### src/rtl/mult_div_unit.sv
// mult_div_unit: iterative 32-bit MULT/MULTU/DIV/DIVU engine with the
// architectural HI/LO registers. Operands come straight from the register
// file read ports (rs on SrcA, rt on SrcB). One result bit is produced per
// cycle. The control path stalls on Busy.
//
// Handshake: Start is a request that is sampled only on an edge where
// Busy=0 (state IDLE). The operands and Op are captured at that edge (t0).
// Busy stays high for the 33 following cycles. HI/LO update at edge t33,
// and Done pulses high for the single cycle after t33. There is no queueing:
// Start while Busy=1 is dropped, and so are MoveHi/MoveLo while Busy=1.
module mult_div_unit #(
   parameter int dataWidth = 32
) (
   input  logic                 CLK,
   input  logic                 RST_N,
   input  logic                 Start,
   input  logic [1:0]           Op,
   input  logic [dataWidth-1:0] SrcA,
   input  logic [dataWidth-1:0] SrcB,
   input  logic                 MoveHi,
   input  logic                 MoveLo,
   output logic                 Busy,
   output logic                 Done,
   output logic [dataWidth-1:0] HI,
   output logic [dataWidth-1:0] LO,
   output logic [1:0]           dbg_state_o
);

   localparam int W  = dataWidth;
   localparam int CW = $clog2(dataWidth);
   localparam logic [CW-1:0] CntLast = CW'(dataWidth - 1);

   // Op encoding: bit 1 selects divide, bit 0 selects unsigned.
   localparam logic [1:0] OP_MULT  = 2'b00;
   localparam logic [1:0] OP_MULTU = 2'b01;
   localparam logic [1:0] OP_DIV   = 2'b10;
   localparam logic [1:0] OP_DIVU  = 2'b11;

   typedef enum logic [1:0] {
      S_IDLE = 2'd0,
      S_CALC = 2'd1,
      S_FIX  = 2'd2
   } state_e;

   state_e state_q, state_d;

   // FSM control strobes (decoded from the state register)
   logic load_en;
   logic calc_en;
   logic fix_en;
   logic busy;

   // Captured operation
   logic [1:0]    op_q, op_d;
   logic [W-1:0]  a_q, a_d;      // multiplicand / dividend magnitude
   logic [W-1:0]  b_q, b_d;      // multiplier / divisor magnitude
   logic          neg_a_q, neg_a_d;
   logic          neg_b_q, neg_b_d;
   logic          div0_q, div0_d;
   logic [CW-1:0] cnt_q, cnt_d;

   // Iteration state
   logic [2*W-1:0] acc_q, acc_d; // product accumulator
   logic [W:0]     rem_q, rem_d; // partial remainder
   logic [W-1:0]   quo_q, quo_d; // quotient bits, shifted in from the LSB

   // Architectural registers and the completion pulse
   logic [W-1:0] hi_q, hi_d;
   logic [W-1:0] lo_q, lo_d;
   logic         done_q, done_d;

   // Operand preprocessing at accept time
   logic         op_signed;
   logic         in_neg_a;
   logic         in_neg_b;
   logic [W-1:0] in_mag_a;
   logic [W-1:0] in_mag_b;

   // One iteration step
   logic [W:0]     div_shift;
   logic [W:0]     div_ext;
   logic [2*W-1:0] mul_addend;

   // Sign-corrected results written in FIX
   logic           res_neg;
   logic [2*W-1:0] prod_fix;
   logic [W-1:0]   quo_fix;
   logic [W-1:0]   rem_fix;
   logic [W-1:0]   res_hi;
   logic [W-1:0]   res_lo;

   // ------------------------------------------------------------------
   // FSM
   // ------------------------------------------------------------------

   // State register
   always_ff @(posedge CLK or negedge RST_N) begin
      if (!RST_N) begin
         state_q <= S_IDLE;
      end else begin
         state_q <= state_d;
      end
   end

   // Next-state: accept in IDLE, run the CALC steps, one FIX cycle, back to IDLE
   always_comb begin
      state_d = state_q;
      case (state_q)
         S_IDLE:  if (Start) state_d = S_CALC;
         S_CALC:  if (cnt_q == '0) state_d = S_FIX;
         S_FIX:   state_d = S_IDLE;
         default: state_d = S_IDLE;
      endcase
   end

   // Output decode: strobes for the datapath and the registered-state Busy
   always_comb begin
      load_en = 1'b0;
      calc_en = 1'b0;
      fix_en  = 1'b0;
      busy    = 1'b1;
      case (state_q)
         S_IDLE: begin
            busy    = 1'b0;
            load_en = Start;
         end
         S_CALC:  calc_en = 1'b1;
         S_FIX:   fix_en  = 1'b1;
         default: busy    = 1'b0;
      endcase
   end

   // ------------------------------------------------------------------
   // Datapath
   // ------------------------------------------------------------------

   // Split the incoming operands into magnitude and sign for signed ops
   always_comb begin
      op_signed = ~Op[0];
      in_neg_a  = op_signed & SrcA[W-1];
      in_neg_b  = op_signed & SrcB[W-1];
      in_mag_a  = in_neg_a ? -SrcA : SrcA;
      in_mag_b  = in_neg_b ? -SrcB : SrcB;
   end

   // One step of shift-add multiply and restoring divide (MSB first)
   always_comb begin
      mul_addend = b_q[cnt_q] ? {{W{1'b0}}, a_q} : '0;
      div_shift  = {rem_q[W-1:0], a_q[cnt_q]};
      div_ext    = {1'b0, b_q};
   end

   // Next values of the captured operation and the iteration registers
   always_comb begin
      op_d    = op_q;
      a_d     = a_q;
      b_d     = b_q;
      neg_a_d = neg_a_q;
      neg_b_d = neg_b_q;
      div0_d  = div0_q;
      cnt_d   = cnt_q;
      acc_d   = acc_q;
      rem_d   = rem_q;
      quo_d   = quo_q;
      if (load_en) begin
         op_d    = Op;
         a_d     = in_mag_a;
         b_d     = in_mag_b;
         neg_a_d = in_neg_a;
         neg_b_d = in_neg_b;
         div0_d  = (SrcB == '0);
         cnt_d   = CntLast;
         acc_d   = '0;
         rem_d   = '0;
         quo_d   = '0;
      end else if (calc_en) begin
         if (cnt_q != '0) begin
            cnt_d = cnt_q - 1'b1;
         end
         if (op_q[1]) begin
            // Restoring divide: subtract only when the trial stays non-negative.
            // A zero divisor therefore yields an all-ones quotient and leaves
            // the dividend magnitude as the remainder.
            if (div_shift >= div_ext) begin
               rem_d = div_shift - div_ext;
               quo_d = {quo_q[W-2:0], 1'b1};
            end else begin
               rem_d = div_shift;
               quo_d = {quo_q[W-2:0], 1'b0};
            end
         end else begin
            acc_d = {acc_q[2*W-2:0], 1'b0} + mul_addend;
         end
      end
   end

   // Operation and iteration registers
   always_ff @(posedge CLK or negedge RST_N) begin
      if (!RST_N) begin
         op_q    <= OP_MULT;
         a_q     <= '0;
         b_q     <= '0;
         neg_a_q <= 1'b0;
         neg_b_q <= 1'b0;
         div0_q  <= 1'b0;
         cnt_q   <= '0;
         acc_q   <= '0;
         rem_q   <= '0;
         quo_q   <= '0;
      end else begin
         op_q    <= op_d;
         a_q     <= a_d;
         b_q     <= b_d;
         neg_a_q <= neg_a_d;
         neg_b_q <= neg_b_d;
         div0_q  <= div0_d;
         cnt_q   <= cnt_d;
         acc_q   <= acc_d;
         rem_q   <= rem_d;
         quo_q   <= quo_d;
      end
   end

   // Sign correction of the magnitude result.
   // 0x80000000 / -1 comes out as 0x80000000 rem 0 with no special case.
   // For a zero divisor the remainder path already restores the original
   // SrcA, so only the quotient is forced.
   always_comb begin
      res_neg  = neg_a_q ^ neg_b_q;
      prod_fix = res_neg ? -acc_q : acc_q;
      quo_fix  = res_neg ? -quo_q : quo_q;
      rem_fix  = neg_a_q ? -rem_q[W-1:0] : rem_q[W-1:0];
      if (div0_q) begin
         quo_fix = '1;
      end
      case (op_q)
         OP_DIV, OP_DIVU: begin
            res_hi = rem_fix;
            res_lo = quo_fix;
         end
         default: begin
            res_hi = prod_fix[2*W-1:W];
            res_lo = prod_fix[W-1:0];
         end
      endcase
   end

   // HI/LO: result write in FIX, otherwise mthi/mtlo while idle
   always_comb begin
      hi_d   = hi_q;
      lo_d   = lo_q;
      done_d = fix_en;
      if (fix_en) begin
         hi_d = res_hi;
         lo_d = res_lo;
      end else if (!busy) begin
         if (MoveHi) hi_d = SrcA;
         if (MoveLo) lo_d = SrcA;
      end
   end

   // Architectural registers and the Done pulse
   always_ff @(posedge CLK or negedge RST_N) begin
      if (!RST_N) begin
         hi_q   <= '0;
         lo_q   <= '0;
         done_q <= 1'b0;
      end else begin
         hi_q   <= hi_d;
         lo_q   <= lo_d;
         done_q <= done_d;
      end
   end

   assign Busy        = busy;
   assign Done        = done_q;
   assign HI          = hi_q;
   assign LO          = lo_q;
   assign dbg_state_o = state_q;

endmodule

### config.mk
export PLATFORM = sky130hd
export DESIGN_NAME = mult_div_unit
export DESIGN_NICKNAME = d
export VERILOG_FILES = /design/src/rtl/mult_div_unit.sv
export SDC_FILE = /design/constraint.sdc
export NUM_CORES = 1
export LEC_CHECK = 0
export ABC_AREA = 1
export BUFFER_PORTS_ARGS = -buffer_cell sky130_fd_sc_hd__clkbuf_2
export CELL_PAD_IN_SITES_DETAIL_PLACEMENT = 0
export CELL_PAD_IN_SITES_GLOBAL_PLACEMENT = 2
export CORE_ASPECT_RATIO = 0.5
export CORE_MARGIN = 4
export CORE_UTILIZATION = 34
export DETAILED_ROUTE_END_ITERATION = 8
export GPL_ROUTABILITY_DRIVEN = 0
export PLACE_DENSITY = 0.83
export REMOVE_ABC_BUFFERS = 1
export SYNTH_ARGS = -nofsm -noshare
export SYNTH_HDL_FRONTEND = slang
export SYNTH_SLANG_ARGS = --single-unit
### constraint.sdc
create_clock -name CLK -period 3.7 [get_ports CLK]
set_input_delay 0 -clock CLK [delete_from_list [all_inputs] [get_ports CLK]]
set_output_delay 0 -clock CLK [all_outputs]
set_load 0.05 [all_outputs]
=== Word-level counts from Yosys, hierarchy flattened ===
Index checks and enable logic that the tools add are counted.
Widths: inputs -> output; s select.

* Bits of input ports: 71
* Logic and storage cells: 93
* Bits in registers: 269

* Multiplexer cells: 40
* Eq/ne operators: 8
* Bitwise operators: 4
* Magnitude comparators: 2
* Add/subtract/negate cells: 8
* Reductions and logical operators: 17

{| class="wikitable"
|+ Operator list
! operator !! count
|-
| $mux 32 || 21
|-
| $mux 64 || 4
|-
| $neg 32->32 || 4
|-
| $add 64x32->64 || 1
|-
| $neg 64->64 || 1
|-
| $ge 33x32->1 || 1
|-
| $logic_not 32->1 || 1
|-
| $sub 32x32->32 || 1
|-
| $mux 5 || 3
|-
| $reduce_and 2->1 || 6
|-
| $bmux 1 s5 || 2
|-
| $reduce_bool 2->1 || 5
|-
| $mux 1 || 7
|-
| $eq 2x2->1 const B || 3
|-
| $lt 5x6->1 const B || 1
|-
| $ne 2x2->1 const B || 3
|-
| $logic_not 5->1 || 1
|-
| $reduce_bool 5->1 || 1
|-
| $sub 5x1->5 const B || 1
|-
| $mux 2 || 2
|-
| $pmux 2 s2 || 1
|-
| $reduce_or 2->1 || 2
|-
| $and 1x1->1 || 2
|-
| $eq 2x1->1 const B || 1
|-
| 4 further kinds || 4
|}

=== Longest topological paths before layout ===
* Word-level depth: 7
* Gate-level depth with buffers: 26
* Depth with buffers taken out: 25

=== Least setup slack after synthesis ===
Ideal clock, no wire load.

* Path kind: register to register
* Start: register cnt_q[0]
* End: register acc_q[29]
* Period minus slack after synthesis: 3125 ps
* Stages on the path, launching flop included: 24
* Path slack: 575 ps
* Library setup time: 131 ps
* Data arrival time: 2994 ps
* Path through: dfrtp_1 -> buf_2 -> buf_2 -> o21ai_0 -> o22ai_1 -> nand2_1 -> nand3_1 -> o21ai_1 -> buf_2 -> nor2_1 -> fa_1 -> nand2_1 -> nand2_1 -> nand2_1 -> inv_1 -> nand2_1 -> nand2_1 -> nand2_1 -> nand2_1 -> nand2_1 -> nand3_1 -> or2_2 -> nand3_1 -> o21ai_0

* Longest elaborated chain between the ends: 7

{| class="wikitable"
|+ Ends and longest elaborated chain
! element !! RTL line !! text
|-
| start: declaration || 60 || <nowiki>logic [CW-1:0] cnt_q, cnt_d;</nowiki>
|-
| start signal: assignment || 217 || <nowiki>cnt_q <= cnt_d;</nowiki>
|-
| $bmux 1 s5 || 148 || <nowiki>mul_addend = b_q[cnt_q] ? {{W{1'b0}}, a_q} : '0;</nowiki>
|-
| $mux 1 (not written as such) || 148 ||
|-
| $mux 32 || 148 ||
|-
| $add 64x32->64 || 192 || <nowiki>acc_d = {acc_q[2*W-2:0], 1'b0} + mul_addend;</nowiki>
|-
| $mux 64 || 180 || <nowiki>if (op_q[1]) begin</nowiki>
|-
| $mux 64 || 176 || <nowiki>end else if (calc_en) begin</nowiki>
|-
| $mux 64 || 165 || <nowiki>if (load_en) begin</nowiki>
|-
| end signal: assignment || 207 || <nowiki>acc_q <= '0;</nowiki>
|-
| end signal: assignment || 218 || <nowiki>acc_q <= acc_d;</nowiki>
|-
| end: declaration || 63 || <nowiki>logic [2*W-1:0] acc_q, acc_d;</nowiki>
|}

Every way passes these cells. The select of a mux whose other input is x is not followed.
A chain may end at the register's enable or synchronous reset.

=== Final worst setup path ===
* Start: register cnt_q[0]
* End: register acc_q[60]

Same word-level chain as after synthesis.

==> impl_results.md <==
* Max Clk Rate at 280 MHz
* Part of the power in registers at 17.6%
* Setup WS post-layout at 134 ps
* CTS clock-pin slew for the worst setup and hold paths at 70 ps
* Combinational share of power at 70.6%
* Net Sw Power at 17.3 mW
* Post-synth EDFFs at 0
* Synth top area cells: dfrtp_1 (29%), nand2_1 (15%), nor2_1 (8.8%)
* Overflow left after global routing at 0
* Drt total wl at 109000 µm
* Worst EP required at 4220 ps
* Max Slew Vio Count at 0
* Clk_skew at 22.8 ps
* CTS sink count at 268
* ANT cells at 0
* RSZ-0062 raised after global routing: yes
* Leakage at 13.6 nW
* Final hold viol count at 6
* Setup crit end kind: flop
* First-pass GRT wire length at 160000 µm
* Rel. slew slack at 32.2%
* Yosys top cell area share at 29.1%
* Via density per instance at 5.45
* Peak VDD IR at 0.653 mV
* Placed Area at 25400 µm²
* Post-Layout Cell Count at 4968
* Max Cap Viol at 0
* Worst Tran Pin Value at 1000 ps
* # rows at 67
* Initial antenna violation count at 0
* Clock buffer depth at 3
* Total core area at 67100 µm²
* Ys async rst share at 100%
* CTS tree: done
* Syn-to-layout area delta at 23.3%
* Final period util at 96.4%
* Post-Syn Instances at 3747
* Leading cell type in the layout, fill and taps excluded: nand2_1
* CTS Root Cell: clkbuf_16
* Die ar. at 72300 µm²
* Layout cells sized above 1 at 13.5%
* Final setup violation count at 0
* Hold/Removal Path Class: input port to async pin
* Seq/Total Area, Yosys at 29.1%
* Commonest cells after routing, fill and taps aside: nand2_1 (884), nor2_1 (504), inv_1 (407)
* Pre-CTS setup slack at -20.6 ps
* CP Data Arrival Time at 4080 ps
* Die Span X at 376 µm
* Cell area after layout at 28400 µm²
* Placed cells at 4782
* Total of warnings raised by yosys at 0
* Avg WL per Cell at 21.9 µm
* FF+latch count, synth at 268
* Pwr dens at 1060 nW/µm²
* Layout Nets at 4195
* I/O Buffers at 138
* Crit path kind: flop to flop
* Pint at 12.8 mW
* Post-DP HPWL at 85300 µm
* CP max FO at 18
* Post-synth top flop: dfrtp_1
* Switching portion of total power at 57.5%
* Initial DRT Pass Iterations at 6
* Worst setup SP type: flop
* Fin util at 42.4%
* DRC violations left at 0
* Total GRT Usage at 29.3%
* Clock power share at 11.7%
* I/O pin cnt at 139
* Post-route ant nets at 0
* Vias in the first global route at 25300
* Synthesized cell area at 23100 µm²
* DR iter-0 viols at 3016
* Fin crit period at 3570 ps
* Fin Setup TNS at 0 ps
* Final hold slack at -4.33 ps
* Starting Density at 34.4%
* Run status: finished, violations left
* Netlist cell types at 52
* CTS Buf Count at 31
* Failing checks: negative hold slack
* Mean Syn Cell Area at 6.16 µm²
* Die Y at 192 µm
* H-tree depth at 1
* Largest net degree at the start of global routing at 89
* Area leader, netlist: dfrtp_1
* Vias post-DR at 27100
* Worst skew pair latency at 650 ps
metrics by stage:
stage / hold slack (ps) / power, mW
2_1_floorplan: -296 / 17.2
3_3_place_gp: 103 / 24.6
3_5_place_dp: 104 / 24.6
4_1_cts: 29.5 / 28.5
5_1_grt: 83.7 / 32.1
6_report: -4.33 / 30.0
critical path, stage by stage, from the launching register on:
cell       delay (ps)
dfrtp_1           420
inv_2             100
buf_12            140
a21oi_1            60
o21ai_1            70
nand3_1            80
nand3_1           100
nand3_2            90
o21ai_4           250
buf_12            180
clkbuf_16         180
nor2_1             50
ha_1              370
nand2_1           190
o21ai_2           210
a21oi_1            70
buf_4             160
buf_4             130
o21ai_0           140
nand2_1           100
nand3_2            90
nand3_1            60
nand3_1           120
nand2_1            70
routing by layer:
metal,up-vias,global-route usage [%],part of all wire (%)
li1,13000,-,-
met5,-,0,0
met3,153,5.07,8.7
met2,1122,44.6,42
met1,12800,42.7,46
met4,0,7.97,3.1
power by group through the flow:
| stage | Clock [mW] | Sequential, mW | Combinational (mW) |
|---|---|---|---|
| floorplan | 0 | 6.09 | 11.1 |
| global placement | 0 | 5.27 | 19.3 |
| detailed placement | 0 | 5.28 | 19.3 |
| CTS | 3.56 | 5.23 | 19.7 |
| global route | 3.67 | 5.39 | 23.0 |
| finish | 3.53 | 5.30 | 21.2 |
sequential cells by signal, indices dropped and copies added, names as in the netlist:
register / count
neg_b_q: 1
LO: 32
div0_q: 1
a_q: 32
dbg_state_o: 2
op_q: 1
acc_q: 64
cnt_q: 5
b_q: 32
rem_q: 32
HI: 32
neg_a_q: 1
Done: 1
quo_q: 32
cells in the mapped netlist, drive strengths merged (48+ instances only):
master	instances
nand2	923
nor3	62
a21oi	258
dfrtp	268
clkbuf	69
xor2	48
o21ai	361
nor2	560
buf	73
o22ai	55
nand4	55
inv	423
ha	75
nand3	403
logic make-up (layout without fill, tap and decap cells):
| family | count (synthesis) | after routing | share of synthesized area [%] |
|---|---|---|---|
| flip-flops | 268 | 268 | 29.1 |
| adder cells (fa/ha/maj) | 77 | 77 | 4.24 |
| XOR/XNOR | 66 | 66 | 2.51 |
| buffers and inverters | 566 | 890 | 9.82 |
| AND/OR/NAND/NOR | 2039 | 2039 | 37.5 |
| AO/OA/AOI/OAI | 731 | 731 | 16.9 |
worst paths after layout:
| check | startpoint | endpoint | slack [ps] | depth (start not counted) |
|---|---|---|---|---|
| max | cnt_q[0] | acc_q[60] | 130 | 23 |
| min | RST_N | acc_q[55] | -4 | 2 |
| max reg2reg | cnt_q[0] | acc_q[60] | 130 | 23 |
| min reg2reg | b_q[9] | b_q[9] | 490 | 2 |
| max in group asynchronous | RST_N | op_q[1] | 2750 | 3 |
| min in group CLK | Op[1] | op_q[1] | 150 | 4 |
area by class of cell:
| cell class | count | area, µm² |
|---|---|---|
| multi-input cells | 2913 | 14700 |
| flip-flops and latches | 268 | 6710 |
| repair buffers | 409 | 3210 |
| inverters | 424 | 1590 |
| well taps | 897 | 1120 |
| clock buffers | 42 | 877 |
| fillers | 7168 | 38600 |
| clock inverters | 15 | 230 |
what timing repair did:
| item | CTS | global route |
|---|---|---|
| hold endpoints to repair | 252 | 0 |
| hold buffers | 117 | 0 |
| gates cloned | 0 | 2 |
| gates resized for setup | 1 | 182 |
| endpoints found under the setup margin | 1 | 72 |
| setup buffers | 0 | 10 |
| pin swaps | 0 | 31 |
Power figures use the tool's default switching activity.
